--- config.mk ---
export PLATFORM = sky130hd
export DESIGN_NAME = seg_scan_decoder_flat
export DESIGN_NICKNAME = d
export VERILOG_FILES = /design/src/rtl/seg_scan_if.sv /design/src/rtl/seg_scan_decoder.sv /design/src/flat_wrapper.sv
export SDC_FILE = /design/constraint.sdc
export NUM_CORES = 1
export LEC_CHECK = 0
export CAP_MARGIN = 20
export CORE_ASPECT_RATIO = 1.75
export CORE_UTILIZATION = 57
export CTS_CLUSTER_SIZE = 24
export DETAILED_ROUTE_END_ITERATION = 10
export PLACE_DENSITY = 0.79
export SYNTH_ARGS = -nofsm -noshare
export SYNTH_HDL_FRONTEND = slang
export SYNTH_SLANG_ARGS = --single-unit
--- constraint.sdc ---
create_clock -name clk -period 2.6 [get_ports clk]
set_input_delay 0.26 -clock clk [delete_from_list [all_inputs] [get_ports clk]]
set_output_delay 0.26 -clock clk [all_outputs]
set_load 0.02 [all_outputs]
--- src/rtl/seg_scan_if.sv ---
// Signal bundle between a multiplexed 4-digit seven-segment driver and the scan decoder.
// The master drives the display lines; the slave decodes them.
interface seg_scan_if;
  logic [0:6] sevenSegmentsa2g;
  logic [3:0] anodeDrives;
  logic       dp;
  logic [3:0] digit3;
  logic [3:0] digit2;
  logic [3:0] digit1;
  logic [3:0] digit0;
  logic [3:0] dp_mask;
  logic       frame_valid;
  logic       frame_strobe;
  logic       err_seg;
  logic       err_anode;

  modport master (
    output sevenSegmentsa2g, anodeDrives, dp,
    input  digit3, digit2, digit1, digit0, dp_mask,
    input  frame_valid, frame_strobe, err_seg, err_anode
  );

  modport slave (
    input  sevenSegmentsa2g, anodeDrives, dp,
    output digit3, digit2, digit1, digit0, dp_mask,
    output frame_valid, frame_strobe, err_seg, err_anode
  );
endinterface

--- src/rtl/seg_scan_decoder.sv ---
// Recovers hex digits and decimal points from a multiplexed, active-low 4-digit
// seven-segment scan, with stability filtering, frame tracking and staleness timeout.
module seg_scan_decoder #(
  parameter int unsigned STABLE_CYCLES  = 4,
  parameter int unsigned TIMEOUT_CYCLES = 200000
) (
  input logic       clk,
  input logic       reset,
  seg_scan_if.slave bus
);
  localparam int unsigned RUN_W = 8;
  localparam int unsigned TMO_W = 24;
  localparam logic [RUN_W-1:0] RUN_MAX = RUN_W'(STABLE_CYCLES);
  localparam logic [RUN_W-1:0] RUN_ACC = RUN_W'(STABLE_CYCLES - 1);
  localparam logic [TMO_W-1:0] TMO_MAX = TMO_W'(TIMEOUT_CYCLES);
  localparam logic [TMO_W-1:0] TMO_HIT = TMO_W'(TIMEOUT_CYCLES - 1);

  // Returns {valid, value} for an active-high abcdefg pattern.
  function automatic logic [4:0] decode_seg(input logic [0:6] pat);
    case (pat)
      7'b1111110: decode_seg = {1'b1, 4'h0};
      7'b0110000: decode_seg = {1'b1, 4'h1};
      7'b1101101: decode_seg = {1'b1, 4'h2};
      7'b1111001: decode_seg = {1'b1, 4'h3};
      7'b0110011: decode_seg = {1'b1, 4'h4};
      7'b1011011: decode_seg = {1'b1, 4'h5};
      7'b1011111: decode_seg = {1'b1, 4'h6};
      7'b1110000: decode_seg = {1'b1, 4'h7};
      7'b1111111: decode_seg = {1'b1, 4'h8};
      7'b1111011: decode_seg = {1'b1, 4'h9};
      7'b1110111: decode_seg = {1'b1, 4'hA};
      7'b0011111: decode_seg = {1'b1, 4'hB};
      7'b1001110: decode_seg = {1'b1, 4'hC};
      7'b0111101: decode_seg = {1'b1, 4'hD};
      7'b1001111: decode_seg = {1'b1, 4'hE};
      7'b1000111: decode_seg = {1'b1, 4'hF};
      default:    decode_seg = {1'b0, 4'h0};
    endcase
  endfunction

  // Vector layout: {anodes[3:0], segments a..g, dp}, all still active-low.
  logic [11:0]       sync1_q, sync2_q, prev_q;
  logic [RUN_W-1:0]  run_q, run_d;
  logic [TMO_W-1:0]  tmo_q, tmo_d;
  logic [3:0][3:0]   digit_q, digit_d;
  logic [3:0]        dp_mask_q, dp_mask_d;
  logic [3:0]        seen_q, seen_d;
  logic              frame_valid_q, frame_valid_d;
  logic              frame_strobe_q, frame_strobe_d;
  logic              err_seg_q, err_seg_d;
  logic              err_anode_q, err_anode_d;

  logic [3:0] anode_act_s;
  logic [0:6] pat_s;
  logic       dp_lit_s, seg_ok_s, same_s, accept_s, one_hot_s, multi_s, write_s, timeout_s;
  logic [3:0] seg_val_s;

  // Acceptance, decode and next-state logic.
  always_comb begin
    anode_act_s = ~sync2_q[11:8];
    pat_s       = ~sync2_q[7:1];
    dp_lit_s    = ~sync2_q[0];
    {seg_ok_s, seg_val_s} = decode_seg(pat_s);
    same_s    = (sync2_q == prev_q);
    accept_s  = same_s && (run_q == RUN_ACC);
    one_hot_s = (anode_act_s != 4'b0000) &&
                ((anode_act_s & (anode_act_s - 4'b0001)) == 4'b0000);
    multi_s   = (anode_act_s != 4'b0000) && !one_hot_s;
    write_s   = accept_s && one_hot_s && seg_ok_s;
    timeout_s = !write_s && (tmo_q == TMO_HIT);

    run_d          = run_q;
    tmo_d          = tmo_q;
    digit_d        = digit_q;
    dp_mask_d      = dp_mask_q;
    seen_d         = seen_q;
    frame_valid_d  = frame_valid_q;
    frame_strobe_d = 1'b0;

    if (!same_s) begin
      run_d = {RUN_W{1'b0}};
    end else if (run_q == RUN_MAX) begin
      run_d = run_q;
    end else begin
      run_d = run_q + 8'd1;
    end

    if (write_s) begin
      tmo_d = {TMO_W{1'b0}};
    end else if (tmo_q == TMO_MAX) begin
      tmo_d = tmo_q;
    end else begin
      tmo_d = tmo_q + 24'd1;
    end

    if (timeout_s) begin
      frame_valid_d = 1'b0;
      seen_d        = 4'b0000;
    end else begin
      frame_valid_d = frame_valid_q;
      seen_d        = seen_q;
    end

    // Completion is taken one edge after the write that filled the last position.
    if (seen_q == 4'b1111) begin
      frame_strobe_d = 1'b1;
      frame_valid_d  = 1'b1;
      seen_d         = 4'b0000;
    end else begin
      frame_strobe_d = 1'b0;
    end

    if (write_s) begin
      for (int k = 0; k < 4; k++) begin
        digit_d[k]   = anode_act_s[k] ? seg_val_s : digit_q[k];
        dp_mask_d[k] = anode_act_s[k] ? dp_lit_s  : dp_mask_q[k];
      end
      seen_d = seen_d | anode_act_s;
    end else begin
      digit_d   = digit_q;
      dp_mask_d = dp_mask_q;
    end

    err_anode_d = accept_s && multi_s;
    err_seg_d   = accept_s && one_hot_s && !seg_ok_s;
  end

  // State registers; synchronizer resets to the all-ones (dark display) vector.
  always_ff @(posedge clk or negedge reset) begin
    if (!reset) begin
      sync1_q        <= 12'hFFF;
      sync2_q        <= 12'hFFF;
      prev_q         <= 12'hFFF;
      run_q          <= {RUN_W{1'b0}};
      tmo_q          <= {TMO_W{1'b0}};
      digit_q        <= 16'h0000;
      dp_mask_q      <= 4'b0000;
      seen_q         <= 4'b0000;
      frame_valid_q  <= 1'b0;
      frame_strobe_q <= 1'b0;
      err_seg_q      <= 1'b0;
      err_anode_q    <= 1'b0;
    end else begin
      sync1_q        <= {bus.anodeDrives, bus.sevenSegmentsa2g, bus.dp};
      sync2_q        <= sync1_q;
      prev_q         <= sync2_q;
      run_q          <= run_d;
      tmo_q          <= tmo_d;
      digit_q        <= digit_d;
      dp_mask_q      <= dp_mask_d;
      seen_q         <= seen_d;
      frame_valid_q  <= frame_valid_d;
      frame_strobe_q <= frame_strobe_d;
      err_seg_q      <= err_seg_d;
      err_anode_q    <= err_anode_d;
    end
  end

  assign bus.digit0       = digit_q[0];
  assign bus.digit1       = digit_q[1];
  assign bus.digit2       = digit_q[2];
  assign bus.digit3       = digit_q[3];
  assign bus.dp_mask      = dp_mask_q;
  assign bus.frame_valid  = frame_valid_q;
  assign bus.frame_strobe = frame_strobe_q;
  assign bus.err_seg      = err_seg_q;
  assign bus.err_anode    = err_anode_q;
endmodule

--- src/flat_wrapper.sv ---
// flat-port wrapper written by rule: the top's interface ports become plain ports
module seg_scan_decoder_flat 
#(
  parameter int unsigned STABLE_CYCLES  = 4,
  parameter int unsigned TIMEOUT_CYCLES = 200000
)
  (clk, reset, bus_sevenSegmentsa2g, bus_anodeDrives, bus_dp, bus_digit3, bus_digit2, bus_digit1, bus_digit0, bus_dp_mask, bus_frame_valid, bus_frame_strobe, bus_err_seg, bus_err_anode);
  seg_scan_if bus_i ();
  input logic clk;
  input logic reset;
  input wire logic [$bits(bus_i.sevenSegmentsa2g)-1:0] bus_sevenSegmentsa2g;
  input wire logic [$bits(bus_i.anodeDrives)-1:0] bus_anodeDrives;
  input wire logic [$bits(bus_i.dp)-1:0] bus_dp;
  output wire logic [$bits(bus_i.digit3)-1:0] bus_digit3;
  output wire logic [$bits(bus_i.digit2)-1:0] bus_digit2;
  output wire logic [$bits(bus_i.digit1)-1:0] bus_digit1;
  output wire logic [$bits(bus_i.digit0)-1:0] bus_digit0;
  output wire logic [$bits(bus_i.dp_mask)-1:0] bus_dp_mask;
  output wire logic [$bits(bus_i.frame_valid)-1:0] bus_frame_valid;
  output wire logic [$bits(bus_i.frame_strobe)-1:0] bus_frame_strobe;
  output wire logic [$bits(bus_i.err_seg)-1:0] bus_err_seg;
  output wire logic [$bits(bus_i.err_anode)-1:0] bus_err_anode;
  assign bus_i.sevenSegmentsa2g = bus_sevenSegmentsa2g;
  assign bus_i.anodeDrives = bus_anodeDrives;
  assign bus_i.dp = bus_dp;
  assign bus_digit3 = bus_i.digit3;
  assign bus_digit2 = bus_i.digit2;
  assign bus_digit1 = bus_i.digit1;
  assign bus_digit0 = bus_i.digit0;
  assign bus_dp_mask = bus_i.dp_mask;
  assign bus_frame_valid = bus_i.frame_valid;
  assign bus_frame_strobe = bus_i.frame_strobe;
  assign bus_err_seg = bus_i.err_seg;
  assign bus_err_anode = bus_i.err_anode;
  seg_scan_decoder #(.STABLE_CYCLES(STABLE_CYCLES), .TIMEOUT_CYCLES(TIMEOUT_CYCLES)) u_core (.clk(clk), .reset(reset), .bus(bus_i));
endmodule
==> metrics.md <==
| Metric | Value |
|---|---|
| Status | `completed` |
| Wirelength, routed | `8.057 mm` |
| Initial Utilization | `~59%` |
| Final Hold Violating Endpoints | `0` |
| Drt drc | `0` |
| DR top layer | `met4` |
| Synth warn | `0` |
| Port buffer count | `37` |
| Layout overhead on the synthesized area | `18.78%` |
| Worst Path Required | `approximately 2800 ps` |
| Worst path arrival time | `between 2000 and 3000 ps` |
| Slowest stage delay, CP | `700 ps` |
| First-pass GRT wire length | `between 10 and 15 mm` |
| Syn nets | `around 400` |
| Fin crit share | `92.62%` |
| RD Place Congestion | `0.8838` |
| Design Area, Final | `just over 5000 um^2` |
| Distinct cells, synth | `between 50 and 60` |
| CP Capture Type | `flop` |
| Vias in the first global route | `between 2000 and 3000` |
| CTS Buf Count | `9` |
| Die ar. | `between 7000 and 8000 um^2` |
| Pwr dens | `601.8 nW/um^2` |
| Ant. Diodes | `0` |
| Worst VDD drop | `0.5916 mV` |
| CP Class | `flop to flop` |
| Final count of pins violating max slew | `0` |
| Synthesized flop and latch total | `96` |
| Largest net degree at the start of global routing | `55` |
| Maxcap violations | `0` |
| Total power | `0.003091 W` |
| Leak | `2.221 nW` |
| Drt first pass iters | `4` |
| Filler cell count | `530` |
| Achievable frequency | `between 400 and 500 MHz` |
| Final setup fails | `0` |
| Post-synth EDFFs | `0` |
| Placed Area | `4803 um^2` |
| Number of routed nets with antenna violations | `0` |
| CTS root buf | `clkbuf_16` |
| # rows | `between 40 and 50` |
| DR iter-0 viols | `217` |
| CTS max path bufs | `2` |
| Worst Hold Class | `input port to flop` |
| Worst-margin pin slew | `~670 ps` |
| Via count | `2943` |
| Share of post-route cells with drive strength above 1 | `19.63%` |
| Buf/Inv on CP | `0` |
| Worst-Skew Late Latency | `340 ps` |
| Syn avg cell area | `11.38 um^2` |
| Die width | `67.84 um` |
| Total Neg Setup Slack | `0 ps` |
| Number of vias per cell | `5.726` |
| CTS tree | `done` |
| Worst clock skew | `8.409 ps` |
| CP startpoint kind | `flop` |
| Worst path cell trace | `nor3b_1 -> a22oi_2 -> o211ai_2 -> o2111ai_2 -> mux2_2` |
| Layout Nets | `441` |
| Clock transition at path regs | `70 ps` |
| Post-DP HPWL | `5.776 mm` |
| Slew margin rel. | `between 50% and 60%` |
| Register area share after synthesis | `between 50% and 60%` |
| GRT Total Usage | `approximately a quarter` |
| H-tree levels | `3` |
| Core ar. | `7284 um^2` |
| Routed length on met1 | `~3.1 mm` |
| Metal2 WL | `between 4 and 5 mm` |
| Hold WS | `327.0 ps` |
| Crit-path leading delay family | `compound AO/OA/AOI/OAI gates` |
| Met3 routed WL | `263 um` |
| Most used DFF post-synth | `dfrtp_1` |
| Number of antenna violations at the first check in global routing | `0` |
| Final Critical Period | `2408 ps` |
| Worst Path Max Fanout | `16` |
| RSZ-0062 raised after global routing | `false` |
| Register area | `2447 um^2` |
| Num Clock Sinks | `96` |
| Routed length per placed instance | `around 16 um` |
| Congestion Overflow GR | `0` |
| Asr flop ratio synth | `100.0%` |
| I/O pins | `38` |
| Slowest-stage cell, CP | `dfstp_2` |
| Post-Syn Area | `between 4000 and 5000 um^2` |
| Die span in y | `117.2 um` |
| Setup bufs post-CTS | `0` |
| Area of the multi-input gates | `1698 um^2` |
| Instance count of the mapped netlist | `380` |
-- worst register-to-register path, delay by kind of cell (launching register included) --
kind / cells / cell delay (ps)
AOI/OAI and AO/OA: 3 / 840
DFF: 1 / 700
and+or+nand+nor: 1 / 400
muxes: 1 / 360
-- layer usage --
metal / up-vias / global-route usage [%]
met5: - / 0
met4: 0 / 14.86
met3: 28 / 5.911
met2: 78 / 39.47
met1: 1446 / 25.79
li1: 1391 / -
-- final cells by class --
type,instances,share of cell area (%)
Sequential cell,96,47.65
Multi-Input combinational cell,244,33.06
Timing Repair Buffer,46,9.013
Clock buffer,11,4.726
Tap cell,86,2.095
Inverter,26,1.900
Clock inverter,5,1.559
-- worst paths after layout --
| check | from | end | slack (ps) | depth (start not counted) |
|---|---|---|---|---|
| max in group asynchronous | reset | u_core.tmo_q[4]$_DFFE_PN0P_ | 1300 | 4 |
| setup / recovery | u_core.sync2_q[7]$_DFF_PN1_ | u_core.bus.digit1[3]$_DFFE_PN0P_ | 190 | 5 |
| setup reg to reg | u_core.sync2_q[7]$_DFF_PN1_ | u_core.bus.digit1[3]$_DFFE_PN0P_ | 190 | 5 |
| hold / removal | bus_anodeDrives[3] | u_core.sync1_q[11]$_DFF_PN1_ | 330 | 1 |
| hold reg to reg | u_core.sync1_q[6]$_DFF_PN1_ | u_core.sync2_q[6]$_DFF_PN1_ | 350 | 0 |
| min in group asynchronous | reset | u_core.bus.digit0[3]$_DFFE_PN0P_ | 510 | 2 |
-- cells in the mapped netlist, drive strengths merged, types with 8 or more instances --
master / number / share of area [%]
dfrtp: 60 / 35
nor2: 47 / 4.1
dfstp: 36 / 22
xnor2: 30 / 6.1
inv: 26 / 2.3
nand2: 20 / 1.7
nor3: 17 / 2.2
mux2i: 14 / 3.2
nand3: 14 / 1.6
buf: 11 / 1.6
xor2: 11 / 2.2
nand4: 10 / 1.6
nor4: 9 / 1.6
mux2: 8 / 2.1
-- cell families (layout without fill, tap and decap cells) --
kind of cell,count (synthesis),in the layout,synth area share (%)
buffers and inverters,40,88,4.138
and+or+nand+nor,144,144,18.08
adders and majority gates,4,4,1.157
xor gates and xnor gates,41,41,8.304
muxes,22,22,5.324
DFF,96,96,56.60
AOI/OAI and AO/OA,33,33,6.395
-- state kept, by name (all words and copies together), names as in the netlist --
register                 cells
u_core.bus.digit2            4
u_core.seen_q                4
u_core.run_q                 8
u_core.prev_q               12
u_core.bus.frame_strobe      1
u_core.sync2_q              12
u_core.tmo_q                24
u_core.bus.frame_valid       1
u_core.bus.digit0            4
u_core.bus.digit1            4
u_core.bus.dp_mask           4
u_core.bus.digit3            4
u_core.sync1_q              12
u_core.bus.err_seg           1
u_core.bus.err_anode         1
-- report_power, final --
part           internal, W  switching (W)
Combinational    0.0000532      0.0000673
Clock             0.000866       0.000522
Sequential         0.00155      0.0000362
-- cell usage in the layout, fill, tap and decap left out, types with 2 or more instances in the layout --
| cell | n |
|---|---|
| ha_1 | 4 |
| inv_1 | 26 |
| nand3_1 | 14 |
| a22oi_1 | 5 |
| nor2b_1 | 4 |
| nand4bb_1 | 2 |
| dfstp_2 | 36 |
| nand4_1 | 9 |
| buf_4 | 7 |
| nor3b_1 | 4 |
| xnor2_1 | 30 |
| buf_12 | 2 |
| clkdlybuf4s50_1 | 36 |
| nor3_2 | 2 |
| and4_1 | 3 |
| a21oi_1 | 4 |
| o2111ai_2 | 4 |
| o21ai_1 | 2 |
| nand2_1 | 20 |
| a211oi_1 | 2 |
| nor3_1 | 15 |
| mux2i_1 | 14 |
| clkbuf_16 | 9 |
| nor4_1 | 8 |
| clkinvlp_4 | 2 |
| o211ai_2 | 2 |
| bufinv_16 | 2 |
| and2_1 | 2 |
| mux2_2 | 8 |
| dfrtp_1 | 60 |
| o21ai_0 | 5 |
| xor2_1 | 11 |
| and3_1 | 3 |
| nor2_1 | 47 |
-- per-stage QoR --
| step | cells | util (%) | setup slack, ps |
|---|---|---|---|
| final | 514 | 70.51 | 191.8 |
| after global routing | 514 | 70.51 | 22.39 |
| after CTS | 514 | 70.51 | 198.9 |
| after detailed placement | 497 | 65.94 | 224.5 |
| after global placement | 497 | 65.94 | 308.4 |
| after floorplan | 380 | - | 471.0 |
-- timing repair --
item	CTS	global route
gates resized for setup	0	0
hold buffers	1	0
hold endpoints to repair	20	0
Note: power is estimated with default switching activity, not from simulation.
